<file path="src/rtl/kronos_div.sv">
// kronos_div: iterative radix-2 restoring RV32M divider (DIV/DIVU/REM/REMU).
// Define KRONOS_DIV_REM_FUSE_EN to reuse the last result for a matching request.
module kronos_div (
  input  logic        clk,
  input  logic        rst,
  input  logic        flush,
  input  logic [31:0] op1,
  input  logic [31:0] op2,
  input  logic [1:0]  divop,
  input  logic        in_valid,
  output logic        in_ready,
  output logic [31:0] result,
  output logic        out_valid,
  input  logic        out_ready
);
  typedef enum logic [1:0] {IDLE, CALC, DONE} state_t;
  state_t state, state_nx;
  logic [4:0]  cnt;
  logic [31:0] rem, quo, dvs, mag1, mag2, rem_nx, quo_nx, q_fin, r_fin, hit_res;
  logic [32:0] diff;
  logic        sel_rem, qs, rs, sgn, accept, div0, ovf, special, hit, last;
  assign in_ready  = state == IDLE;
  assign out_valid = state == DONE;
  assign sgn     = ~divop[0];
  assign accept  = in_valid && in_ready && !flush;
  assign div0    = op2 == 32'd0;
  assign ovf     = sgn && op1 == 32'h8000_0000 && op2 == 32'hffff_ffff;
  assign special = div0 || ovf;
  assign mag1    = sgn && op1[31] ? -op1 : op1;
  assign mag2    = sgn && op2[31] ? -op2 : op2;
  assign last    = state == CALC && cnt == 5'd31;
  // bit 32 of the trial difference is the borrow: set only when the shifted remainder < divisor
  assign diff    = {rem, quo[31]} - {1'b0, dvs};
  assign rem_nx  = diff[32] ? {rem[30:0], quo[31]} : diff[31:0];
  assign quo_nx  = {quo[30:0], ~diff[32]};
  assign q_fin   = qs ? -quo_nx : quo_nx;
  assign r_fin   = rs ? -rem_nx : rem_nx;
`ifdef KRONOS_DIV_REM_FUSE_EN
  logic [31:0] tag1, tag2, c_quo, c_rem;
  logic        tag_uns, tag_vld;
  assign hit     = tag_vld && tag1 == op1 && tag2 == op2 && tag_uns == divop[0];
  assign hit_res = divop[1] ? c_rem : c_quo;
  // the tag is rewritten at accept and only marked valid once its result exists
  always_ff @(posedge clk or posedge rst) begin
    if (rst) begin
      tag1 <= '0; tag2 <= '0; tag_uns <= 1'b0; tag_vld <= 1'b0; c_quo <= '0; c_rem <= '0;
    end else if (flush) begin
      tag_vld <= 1'b0;
    end else if (accept && (special || !hit)) begin
      tag1    <= op1;
      tag2    <= op2;
      tag_uns <= divop[0];
      tag_vld <= special;
      c_quo   <= div0 ? 32'hffff_ffff : 32'h8000_0000;
      c_rem   <= div0 ? op1 : 32'd0;
    end else if (last) begin
      tag_vld <= 1'b1;
      c_quo   <= q_fin;
      c_rem   <= r_fin;
    end
  end
`else
  assign hit     = 1'b0;
  assign hit_res = '0;
`endif
  always_ff @(posedge clk or posedge rst)
    if (rst) state <= IDLE;
    else state <= state_nx;
  always_comb begin
    state_nx = state;
    unique case (state)
      IDLE: state_nx = accept ? ((special || hit) ? DONE : CALC) : IDLE;
      CALC: state_nx = last ? DONE : CALC;
      DONE: state_nx = out_ready ? IDLE : DONE;
      default: state_nx = IDLE;
    endcase
    if (flush) state_nx = IDLE;
  end
  always_ff @(posedge clk or posedge rst) begin
    if (rst) begin
      cnt <= '0; rem <= '0; quo <= '0; dvs <= '0; sel_rem <= 1'b0; qs <= 1'b0; rs <= 1'b0; result <= '0;
    end else if (accept) begin
      sel_rem <= divop[1];
      qs      <= sgn && (op1[31] ^ op2[31]);
      rs      <= sgn && op1[31];
      dvs     <= mag2;
      quo     <= mag1;
      rem     <= '0;
      cnt     <= '0;
      if (special) result <= divop[1] ? (div0 ? op1 : 32'd0) : (div0 ? 32'hffff_ffff : 32'h8000_0000);
      else if (hit) result <= hit_res;
    end else if (state == CALC && !flush) begin
      rem <= rem_nx;
      quo <= quo_nx;
      cnt <= cnt + 5'd1;
      if (last) result <= sel_rem ? r_fin : q_fin;
    end
  end
endmodule
</file>
<file path="config.mk">
export PLATFORM = sky130hd
export DESIGN_NAME = kronos_div
export DESIGN_NICKNAME = d
export VERILOG_FILES = /design/src/rtl/kronos_div.sv
export SDC_FILE = /design/constraint.sdc
export NUM_CORES = 1
export LEC_CHECK = 0
export BUFFER_PORTS_ARGS = -buffer_cell sky130_fd_sc_hd__buf_2
export CORE_ASPECT_RATIO = 1.75
export CORE_MARGIN = 2
export CORE_UTILIZATION = 35
export CTS_CLUSTER_DIAMETER = 120
export DETAILED_ROUTE_END_ITERATION = 16
export GPL_ROUTABILITY_DRIVEN = 0
export GPL_TIMING_DRIVEN = 0
export SYNTH_ARGS = -nofsm -noshare
export SYNTH_HDL_FRONTEND = slang
export SYNTH_SLANG_ARGS = --single-unit
</file>
<file path="constraint.sdc">
create_clock -name clk -period 5.26 [get_ports clk]
set_clock_uncertainty 0.1 [all_clocks]
set_input_delay 0.263 -clock clk [delete_from_list [all_inputs] [get_ports clk]]
set_output_delay 0.263 -clock clk [all_outputs]
set_load 0.02 [all_outputs]
</file>
## After elaboration in Yosys (flattened, before gate mapping)

Cells that the tools add are included.

| word-level totals | value |
|---|---|
| register bits | 138 |
| latch bits | 0 |
| memory bits (writable) | 0 |
| bits in read-only memories | 0 |
| output and inout bits | 34 |
| logic and storage cells | 65 |
| memories kept | 0 |

| cells by class | value |
|---|---|
| $add $sub $neg | 6 |
| $mul | 0 |
| divide/modulo/power cells | 0 |
| magnitude comparators | 0 |
| equal/unequal tests | 6 |
| shift operators | 0 |
| muxes and demuxes | 25 |
| bitwise gates (word level) | 3 |
| reduce and logical (&&, ||, !) cells | 16 |

Operators by type and width:

| operator | count |
|---|---|
| $mux W32 | 16 |
| $neg A32 Y32 | 4 |
| $eq A32 B32 Y1 const B | 2 |
| $sub A33 B32 Y33 | 1 |
| $logic_not A32 Y1 | 1 |
| $mux W31 | 1 |
| $mux W2 | 5 |
| $mux W5 | 2 |
| $logic_and A1 B1 Y1 | 9 |
| $pmux W2 S3 | 1 |
| $add A5 B1 Y5 const B | 1 |
| $eq A5 B5 Y1 const B | 1 |
| $reduce_bool A2 Y1 | 2 |
| $reduce_and A3 Y1 | 1 |
| $eq A2 B1 Y1 const B | 1 |
| $eq A2 B2 Y1 const B | 1 |
| $logic_not A2 Y1 | 1 |
| $ne A2 B1 Y1 const B | 1 |
| $not A1 Y1 | 2 |
| $logic_not A1 Y1 | 1 |
| $logic_or A1 B1 Y1 | 1 |
| $xor A1 B1 Y1 | 1 |

## Logic depth before layout (Yosys ltp)

Gate-level depths: netlist of the first run.

| logic depth | value |
|---|---|
| word-level depth | 8 |
| depth in mapped cells | 24 |
| depth with buffers taken out | 22 |

## Worst setup path before layout of the first run

No wires, ideal clock.

| timing path | value |
|---|---|
| path type | reg-to-reg |
| start | register quo[31] |
| end | register result[22] |
| data arrival time | 4.578 ns |
| data required time | 5.077 ns |
| path slack | 0.499 ns |
| stages on the path, launching flop included | 24 |
| cell sequence | dfrtp_1 inv_1 ha_1 fa_1 and2b_1 o31ai_4 a21oi_2 o21ai_2 a211oi_2 o21a_2 nor2_2 inv_2 buf_2 buf_1 nor2_1 a21oi_1 ha_1 nor3b_1 and3_1 a31oi_4 o41ai_1 xor2_1 nor2_1 o21ai_0 |

| on the way | value |
|---|---|
| word-level cells in the longest chain between the ends | 8 |

Ends and longest elaborated chain:

| element | RTL line | RTL |
|---|---|---|
| start, declared | 19 | `logic [31:0] rem, quo, dvs, mag1, mag2, rem_nx, quo_nx, q_fin, r_fin, hit_res;` |
| start signal, assigned | 87 | `quo <= mag1;` |
| start signal, assigned | 94 | `quo <= quo_nx;` |
| $sub A33 B32 Y33 | 33 | `assign diff = {rem, quo[31]} - {1'b0, dvs};` |
| $mux W32 or $not A1 Y1 (tied branches) | 34, 35 |  |
| $neg A32 Y32, on equally long branches | 37, 36 |  |
| $mux W32, on equally long branches | 37, 36 |  |
| $mux W32 (*) (2 in a row) | 96 | `if (last) result <= sel_rem ? r_fin : q_fin;` |
| $mux W32 (*) | 92 | `end else if (state == CALC && !flush) begin` |
| $mux W32 (*) | 82 | `end else if (accept) begin` |
| end signal, assigned | 90 | `if (special) result <= divop[1] ? (div0 ? op1 : 32'd0) : (div0 ? 32'hffff_ffff : 32'h8000_0000);` |
| end signal, assigned | 91 | `else if (hit) result <= hit_res;` |
| end signal, assigned | 96 |  |
| end, declared | 12 | `output logic [31:0] result,` |

Mark *: on every way between the ends. The rest lies on a longest branch, timed or not. The select of a mux whose other input is x is not followed.
A chain may end at the register's enable or synchronous reset.

## Worst setup path after layout of the first run

| timing path | value |
|---|---|
| start | register quo[31] |
| end | register result[8] |

The elaborated chain is that of the path after synthesis.

==> results of run 1 <==
-- critical path, cell delays in order, from the launching register on --
cell	delay, ps
dfrtp_2	390
inv_2	90
ha_1	240
fa_1	420
and2b_2	280
o31ai_4	90
a21oi_4	210
o21ai_2	120
a211oi_4	400
nor3_4	110
nor2_4	230
inv_4	120
buf_8	170
buf_6	160
nor2_1	130
a21oi_2	50
ha_2	220
nor3b_4	170
and3_1	210
a31oi_2	240
nand2_1	100
xnor2_1	170
a211oi_1	410
o21ai_0	130
-- power by group through the flow --
| stage | clock network, mW | registers [mW] | logic [mW] |
|---|---|---|---|
| global placement | 0 | 1.31 | 1.08 |
| global route | 1.21 | 1.31 | 1.26 |
| detailed placement | 0 | 1.31 | 1.10 |
| CTS | 1.17 | 1.29 | 1.13 |
| floorplan | 0 | 1.28 | 0.783 |
| finish | 1.16 | 1.30 | 1.15 |
-- stage by stage --
step           std cells  utilization  cell area (um2)  hold slack [ps]
2_1_floorplan       1410            -            11300              229
3_3_place_gp        1914        0.385            12300              368
3_5_place_dp        1915        0.386            12400              321
4_1_cts             1952        0.408            13100            0.638
5_1_grt             1953        0.409            13100             29.5
6_report            1953        0.409            13100            -1.00
-- worst paths after layout --
| path | from | to | slack [ps] | cells past startpoint |
|---|---|---|---|---|
| max in group asynchronous | rst | quo[26] | 3920 | 4 |
| worst max register to register | quo[31] | result[8] | 150 | 23 |
| worst max-delay path | quo[31] | result[8] | 150 | 23 |
| worst min-delay path | op2[1] | dvs[1] | -1 | 3 |
| min in group asynchronous | rst | result[2] | 330 | 3 |
| worst min register to register | dvs[30] | dvs[30] | 390 | 2 |
-- flip-flops by register name, indices dropped and copies added (netlist names) --
name     flops
cnt          5
qs           1
dvs         32
sel_rem      1
rs           1
state        2
rem         32
result      32
quo         32
-- layer usage --
| metal | GRT usage | part of all wire |
|---|---|---|
| met5 | 0 | 0.00029 |
| met1 | 0.244 | 0.34 |
| met4 | 0.217 | 0.095 |
| met2 | 0.477 | 0.52 |
| met3 | 0.0396 | 0.046 |
-- cell usage in the layout (no fill, tap or decap), drive strengths merged, types with 5 or more instances in the layout --
cell and count:
o21ai 179, nand2 162, dfrtp 138, buf 128, a21oi 103, nor2 99, xnor2 82, clkbuf 77
inv 66, xor2 55, ha 39, a22oi 34, nor3 29, mux2i 27, o31ai 27, nand4 23
or3 22, a31oi 18, o221ai 16, nand3 16, nand2b 14, and3 14, nor4 13, o21a 12
a211oi 12, a22o 11, o41ai 11, nor2b 10, or4 9, a21o 9, o211ai 8, and2 7
o21bai 6, mux2 6, and4 5, clkinv 5, o31a 5
-- cells by family (layout without fill, tap and decap cells) --
kind of cell,Yosys count,after routing,synth area share
DFF,138,138,0.305
muxes,33,33,0.0302
AOI/OAI and AO/OA,481,481,0.274
xor gates and xnor gates,137,137,0.106
adders and majority gates,40,40,0.0449
other,0,1,0
and+or+nand+nor,441,441,0.191
buffers and inverters,140,282,0.0490
-- area by class of cell --
| type | count | area, um2 |
|---|---|---|
| fillers | 3367 | 18900 |
| multi-input cells | 1132 | 7400 |
| flip-flops and latches | 138 | 3460 |
| repair buffers | 113 | 613 |
| well taps | 400 | 500 |
| clock buffers | 21 | 470 |
| plain buffers | 73 | 324 |
| inverters | 67 | 259 |
| clock inverters | 8 | 72.6 |
| diodes | 1 | 2.50 |
-- repair_timing --
| action | in CTS | in global routing |
|---|---|---|
| pin swaps | 5 | 4 |
| hold buffers | 2 | 0 |
| setup endpoints to repair | 16 | 7 |
| gates resized for setup | 23 | 10 |
| hold endpoints to repair | 68 | 0 |
| buffers inserted | 6 | 0 |
==> impl_metrics.csv, run 1 <==
group,metric,value,unit
run_status,status,"finished with violations",
run_status,violations,"hold timing",
run,cap_viol_max_count,0,
route,wl_per_cell,22.6,um
synthesis,synth-main-ff-cell,"dfrtp_1",
synthesis,ys_async_sr_fraction,1.00,
worst_setup_path,end_kind,"flop",
cells_and_area,layout-drive-gt1-share,0.136,
die,die_area,0.0338,mm2
route,wl,44100,um
die,core_area,0.0320,mm2
cts,cts_inserted_buffers,17,
synthesis,ys_top_cells_by_area,"dfrtp_1, o21ai_0, xnor2_1",
global_route,antenna_found_initial,2,
synthesis,synth_top_area_share,0.305,
synthesis,ys_warn_count,0,
pwr,ir_drop,0.256,mV
worst_setup_path,start_kind,"flop",
worst_hold_path,hold_class,"input port to flop",
cts,cts_sinks,138,
cells_and_area,syn_to_final_growth,15.8,%
synthesis,synth_area_per_cell,8.02,um2
sta,max_slew_margin,0.339,
synthesis,yosysSeqAreaShare,0.305,
route,ant_nets,0,
die,start_util,0.354,
global_route,grt_max_degree,73,
die,die_x,140,um
sta,fin_crit,5110,ps
synthesis,yosysTopAreaCell,"dfrtp_1",
global_route,first_global_vias,11943,
worst_setup_path,cp.arrival,5340,ps
cts,cts.clk_slew.worst_paths,60,ps
sta,hold_ws,-1.00,ps
pwr,swShare,0.371,
sta,setup_violations,0,
synthesis,syn_area,0.0113,mm2
pwr,p_clk_frac,0.322,
die,die_h,242,um
cts,h-tree-depth,4,
route,drt_iter0_markers,768,
cts,clkLatencyLatePin,470,ps
pwr,combPwrFrac,0.318,
cts,cts_tree,"built",
route,vias_per_cell,5.97,
pwr,cellPowerDensity,276,mW/mm2
placed_design,dpl_worst_slack,-1710,ps
sta,hold_viol_final,1,
sta,fmax,196,MHz
synthesis,synthesis.nets,1521,
cts,clk_path_buf_depth,2,
global_route,overflow,0,
synthesis,synth_most_common_cell,"o21ai_0",
route,vias,11656,
synthesis,synthTopCellsByCount,"o21ai_0, nand2_1, dfrtp_1",
die,io_pins,105,
pwr,p_switching,1.34,mW
global_route,grt_pass1_wl,67000,um
worst_setup_path,worstPathRequired,5500,ps
sta,worstMarginPinSlew,984,ps
placed_design,post-dp-hpwl,35000,um
pwr,finalPower,3.61,mW
synthesis,syn_inst,1410,
cells_and_area,final_net_count,1653,
synthesis,ys_ff_latch,138,
sta,fin_crit_sh,0.971,
sta,fin_ws,154,ps
sta,maxSlewViolCount,0,
cts,cts_root_buf,"clkbuf_16",
pwr,p_seq_frac,0.359,
die,fp-row-count,87,
pwr,intPower,2.27,mW
placed_design,io_buffers,104,
synthesis,synth-edff-count,0,
global_route,track_usage,0.258,
worst_setup_path,crit_fanout,10,
route,drt_pass1_iterations,5,
sta,fin_setup_tns,0,ps
synthesis,ys_types,87,
route,drc,0,
worst_setup_path,critical_path_class,"flop to flop",
pwr,p_leak,5.54,nW
Note: power is estimated with default switching activity, not from simulation.
==> run 2, diff against run 1 <==
==> constraint.sdc (replaced) <==
create_clock -name clk -period 6.6 [get_ports clk]
set_clock_uncertainty 0.1 [all_clocks]
set_input_delay 0.33 -clock clk [delete_from_list [all_inputs] [get_ports clk]]
set_output_delay 0.33 -clock clk [all_outputs]
set_load 0.02 [all_outputs]
==> run 2 against run 1 <==
Compared with the run above:
- the run now ends clean
- flip-flop and latch count stayed put
- via count is 1.3% lower
- setup slack better by 59 ps
- routed wire length is 1.3% lower
- critical path type unchanged
- critical endpoint is now result[22]
- largest cell class unchanged
==> impl_metrics.csv, run 2 (synthesis results as in run 1) <==
group,metric,value,unit
cts,clkLatencyLatePin,470,ps
run_status,status,"finished clean",
pwr,ir_drop,0.209,mV
cells_and_area,syn_to_final_growth,14.5,%
die,die_x,140,um
sta,maxSlewViolCount,0,
route,drt_pass1_iterations,6,
cts,cts_root_buf,"clkbuf_16",
worst_setup_path,worstPathRequired,6880,ps
global_route,antenna_found_initial,2,
pwr,p_clk_frac,0.326,
global_route,track_usage,0.254,
placed_design,post-dp-hpwl,35000,um
cts,cts_inserted_buffers,17,
run,cap_viol_max_count,0,
cts,clk_path_buf_depth,2,
sta,fin_ws,212,ps
sta,max_slew_margin,0.328,
sta,hold_viol_final,0,
cells_and_area,final_net_count,1646,
global_route,first_global_vias,11792,
cts,cts_tree,"built",
placed_design,dp.cells,1915,
sta,fin_setup_tns,0,ps
sta,fin_crit_sh,0.968,
die,io_pins,105,
sta,setup_violations,0,
worst_setup_path,start_kind,"flop",
pwr,p_switching,1.06,mW
pwr,combPwrFrac,0.313,
route,drc,0,
die,die_area,0.0338,mm2
die,die_h,242,um
die,core_area,0.0320,mm2
route,wl_per_cell,22.4,um
pwr,cellPowerDensity,221,mW/mm2
sta,worstMarginPinSlew,1000,ps
sta,fmax,157,MHz
placed_design,dpl_worst_slack,-369,ps
pwr,p_leak,5.50,nW
route,vias,11505,
cells_and_area,fin_util,0.405,
cells_and_area,layout-drive-gt1-share,0.123,
route,wl,43500,um
worst_setup_path,critical_path_class,"flop to flop",
cells_and_area,final_cell_mix,"o21ai_0, nand2_1, dfrtp_1",
route,vias_per_cell,5.91,
die,start_util,0.354,
cts,h-tree-depth,4,
die,fp-row-count,87,
route,drt_iter0_markers,768,
worst_setup_path,crit_fanout,10,
cells_and_area,instances_no_fill,1946,
global_route,grt_max_degree,73,
route,ant_nets,0,
pwr,swShare,0.371,
sta,rsz0062_at_grt,"no",
worst_setup_path,end_kind,"flop",
cells_and_area,nFillCells,3378,
sta,fin_crit,6390,ps
placed_design,io_buffers,104,
worst_setup_path,cp.arrival,6670,ps
pwr,intPower,1.80,mW
sta,hold_ws,59.9,ps
pwr,p_seq_frac,0.362,
worst_hold_path,hold_class,"input port to flop",
cts,cts.clk_slew.worst_paths,60,ps
global_route,grt_pass1_wl,66000,um
cts,cts_sinks,138,
global_route,overflow,0,
cells_and_area,final_common_cell,"o21ai_0",
-- run 2: worst paths after layout --
| path | end | startpoint | slack (ps) | cells past startpoint |
|---|---|---|---|---|
| setup reg to reg | result[22] | quo[31] | 210 | 22 |
| setup / recovery | result[22] | quo[31] | 210 | 22 |
| hold / removal | dvs[1] | op2[1] | 60 | 3 |
| max in group asynchronous | quo[26] | rst | 5190 | 4 |
| hold reg to reg | dvs[30] | dvs[30] | 390 | 2 |
| min in group asynchronous | result[2] | rst | 390 | 3 |
-- run 2: layer usage --
layer / wire, um / vias to the layer above / track usage
li1: - / 5386 / -
met1: 14700 / 5456 / 0.242
met2: 22900 / 463 / 0.475
met3: 2120 / 198 / 0.0368
met4: 3820 / 2 / 0.201
met5: 13 / - / 0
-- run 2: timing repair --
item / CTS / global route
resized for setup: 2 / 3
hold endpoints to repair: 68 / 0
endpoints found under the setup margin: 9 / 2
setup buffers: 0 / 0
hold buffers: 2 / 0
-- run 2: power groups by stage --
| stage | clock (mW) | combinational (mW) | sequential (mW) |
|---|---|---|---|
| 4_1_cts | 0.931 | 0.883 | 1.03 |
| 3_3_place_gp | 0 | 0.864 | 1.04 |
| 5_1_grt | 0.963 | 0.984 | 1.05 |
| 6_report | 0.931 | 0.894 | 1.04 |
| 2_1_floorplan | 0 | 0.624 | 1.02 |
| 3_5_place_dp | 0 | 0.876 | 1.04 |
-- run 2: through the flow --
stage                     power [mW]  cell area (um2)
after detailed placement        1.92            12400
after global routing            2.99            13000
after floorplan                 1.64            11300
final                           2.86            13000
after global placement          1.91            12300
after CTS                       2.85            12900
-- run 2: final cells by class --
type / count / area [um2] / share of cell area
clock buffer: 21 / 470 / 0.0363
buffer: 72 / 303 / 0.0234
antenna: 1 / 2.50 / 0.000193
timing repair buffer: 107 / 568 / 0.0438
clock inverter: 8 / 72.6 / 0.00560
inverter: 67 / 256 / 0.0198
sequential: 138 / 3450 / 0.266
tap: 400 / 500 / 0.0386
multi-input combinational: 1132 / 7330 / 0.566
-- run 2: critical path: stages, from the launching register on --
cell and delay, ps:
dfrtp_1 480, inv_1 230, ha_1 290, fa_1 420, and2b_1 300, o31ai_4 100, a21oi_2 270, o21ai_2 130
a211oi_4 390, o21a_2 360, nor2_2 180, inv_2 250, clkbuf_2 370, nor2_1 70, a21oi_1 250, ha_1 350
nor3b_2 320, and3_1 280, a31oi_4 150, o41ai_1 450, xor2_1 250, nor2_1 100, o21ai_0 200
==> run 3, diff against run 2 <==
--- a/config.mk
+++ b/config.mk
@@ -5,6 +5,7 @@
 export SDC_FILE = /design/constraint.sdc
 export NUM_CORES = 1
 export LEC_CHECK = 0
+export ABC_AREA = 1
 export BUFFER_PORTS_ARGS = -buffer_cell sky130_fd_sc_hd__buf_2
 export CORE_ASPECT_RATIO = 1.75
 export CORE_MARGIN = 2
==> run 3 against run 2 <==
Compared with the run above:
- setup slack improved by 1000 ps
- clock power up 7%
- highest routed layer is now met4
- critical path type unchanged
- largest cell class unchanged
- largest power group is now combinational cells
- power increased to 2.9 times the previous value
- count of clock-buffer cells in the layout fell by 1
- first-iteration DRC count grew 13%
==> impl_metrics.csv, run 3 <==
group,metric,value,unit
placed_design,io_buffers,104,
global_route,grt_max_degree,99,
synthesis,synth-edff-count,0,
worst_setup_path,crit_path_end,"result[28]",
synthesis,synth_area_per_cell,6.16,um2
route,vias_per_cell,5.30,
sta,fin_crit_sh,0.816,
sta,max_slew_margin,0.0968,
global_route,antenna_found_initial,0,
worst_setup_path,crit_top_cell,"nand2_1",
worst_setup_path,worstPathRequired,6830,ps
sta,setup_violations,0,
synthesis,syn_inst,2068,
route,wl_per_cell,19.3,um
sta,worstMarginPinSlew,1340,ps
run,cap_viol_max_count,0,
die,fp-row-count,92,
synthesis,synth_most_common_cell,"nand2_1",
worst_setup_path,end_kind,"flop",
sta,rsz0062_at_grt,"no",
sta,fin_ws,1210,ps
synthesis,syn_area,0.0127,mm2
cells_and_area,fin_area,0.0145,mm2
synthesis,synthTopCellsByCount,"nand2_1, inv_1, nor2_1",
worst_hold_path,hold_class,"input port to flop",
cts,cts.clk_slew.worst_paths,70,ps
synthesis,ys_types,52,
die,start_util,0.355,
cells_and_area,syn_to_final_growth,13.8,%
route,drc,0,
cells_and_area,final_common_cell,"nand2_1",
pwr,p_leak,7.54,nW
placed_design,dpl_worst_slack,1260,ps
cts,cts_root_buf,"clkbuf_16",
sta,fin_setup_tns,0,ps
synthesis,ys_ff_latch,138,
worst_setup_path,cp.arrival,5620,ps
worst_setup_path,critical_path_class,"flop to flop",
cts,cts_inserted_buffers,17,
sta,fmax,186,MHz
route,drt_pass1_iterations,5,
synthesis,ys_warn_count,0,
global_route,first_global_vias,14569,
synthesis,ys_async_sr_fraction,1.00,
cts,h-tree-depth,4,
synthesis,ys_top_cells_by_area,"dfrtp_1, nand2_1, inv_1",
worst_setup_path,rrSetupSlack,1210,ps
pwr,cellPowerDensity,581,mW/mm2
pwr,finalPower,8.42,mW
die,core_area,0.0359,mm2
route,wl,51600,um
worst_setup_path,startpoint,"quo[31]",
cts,cts_tree,"built",
route,ant_nets,0,
synthesis,yosysTopAreaCell,"dfrtp_1",
synthesis,synthesis.nets,2179,
run_status,status,"finished clean",
worst_setup_path,reg2reg_to,"result[28]",
worst_setup_path,max_stage_delay,430,ps
die,die_x,148,um
placed_design,post-dp-hpwl,42300,um
global_route,grt_pass1_wl,79000,um
synthesis,synth-main-ff-cell,"dfrtp_1",
sta,hold_viol_final,0,
synthesis,synth_top_area_share,0.271,
cells_and_area,num_antenna_cells,0,
cells_and_area,final_net_count,2305,
sta,hold_ws,66.3,ps
sta,maxSlewViolCount,0,
die,io_pins,105,
sta,fin_crit,5390,ps
worst_setup_path,start_kind,"flop",
route,vias,14184,
worst_setup_path,crit_fanout,10,
worst_setup_path,r2r-start,"quo[31]",
die,die_h,256,um
cells_and_area,layout-drive-gt1-share,0.107,
worst_setup_path,reg2reg_depth,36,
placed_design,place_area,0.0139,mm2
cts,cts_sinks,138,
global_route,overflow,0,
worst_setup_path,critPathSlowestCell,"fa_1",
route,drt_iter0_markers,867,
die,die_area,0.0380,mm2
pwr,ir_drop,0.270,mV
cts,clk_path_buf_depth,2,
global_route,track_usage,0.273,
cts,clkLatencyLatePin,440,ps
synthesis,yosysSeqAreaShare,0.271,
cells_and_area,final_cell_mix,"nand2_1, inv_1, nor2_1",
==> run 3: cell types whose count changed in the layout (fill, tap and decap cells not counted), moves of 20 or more <==
cell     previous run  this run
nand2_1           162       637
inv_1              64       288
nand3_1            16       180
nor2_1             98       181
xnor2_1            82        12
o21ai_0           164       126
a22oi_1            34         3
mux2i_1            27         0
nand2_2             0        26
xor2_1             55        32
or3_1              22         0
o31ai_1            25         5
==> run 3: worst min-delay path by stage <==
stage                     depth (start not counted)      start        end
final                                             4  out_ready   state[1]
after floorplan                                   1      flush   state[1]
after detailed placement                          2        rst  result[5]
after CTS                                         4  out_ready   state[1]
after global placement                            1     cnt[3]     cnt[3]
after global routing                              4  out_ready   state[1]
==> run 3: cells by family (layout without fill, tap and decap cells) <==
family | Yosys count | count (layout) | share of synthesized area
simple gates | 1144 | 1144 | 0.391
buf+inv | 372 | 509 | 0.115
compound gates | 330 | 330 | 0.153
flops | 138 | 138 | 0.271
xor+xnor | 44 | 44 | 0.0303
fa+ha+maj | 40 | 40 | 0.0399
==> run 3: power by group <==
group / total [mW] / internal, mW / switching (mW) / leakage [nW]
clock: 1.00 / 0.612 / 0.393 / 0.289
combinational: 6.13 / 1.87 / 4.26 / 5.49
sequential: 1.28 / 1.09 / 0.192 / 1.76
==> run 3: through the flow <==
step	std cells	util
after CTS	2675	0.404
after floorplan	2068	-
after detailed placement	2643	0.386
after global placement	2642	0.386
final	2675	0.404
after global routing	2675	0.404
==> run 3: critical path, delay by kind of cell (launching register included) <==
| kind | cells | cell delay (ps) |
|---|---|---|
| AO/OA/AOI/OAI | 2 | 360 |
| adder cells (fa/ha/maj) | 3 | 910 |
| AND/OR/NAND/NOR | 24 | 2710 |
| buffers and inverters | 7 | 850 |
| flip-flops | 1 | 330 |
==> run 3: repair_timing <==
action / CTS / global route
gates resized for setup: 0 / 0
setup buffers: 0 / 0
hold buffers: 2 / 0
hold endpoints to repair: 42 / 0
==> run 3: layout make-up <==
cell class	instances	area, um2
Buffer	66	317
Clock buffer	20	457
Clock inverter	10	141
Fill cell	3949	21400
Inverter	306	1150
Multi-Input combinational cell	1558	7820
Sequential cell	138	3450
Tap cell	470	588
Timing Repair Buffer	107	568
==> run 3: per-layer routing <==
metal | vias up | track usage | routed length [um] | part of all wire
met2 | 499 | 0.512 | 27200 | 0.53
met5 | - | 0 | 0 | 0
met1 | 6493 | 0.246 | 17000 | 0.33
met3 | 241 | 0.0342 | 1790 | 0.035
met4 | 0 | 0.255 | 5640 | 0.11
li1 | 6951 | - | - | -
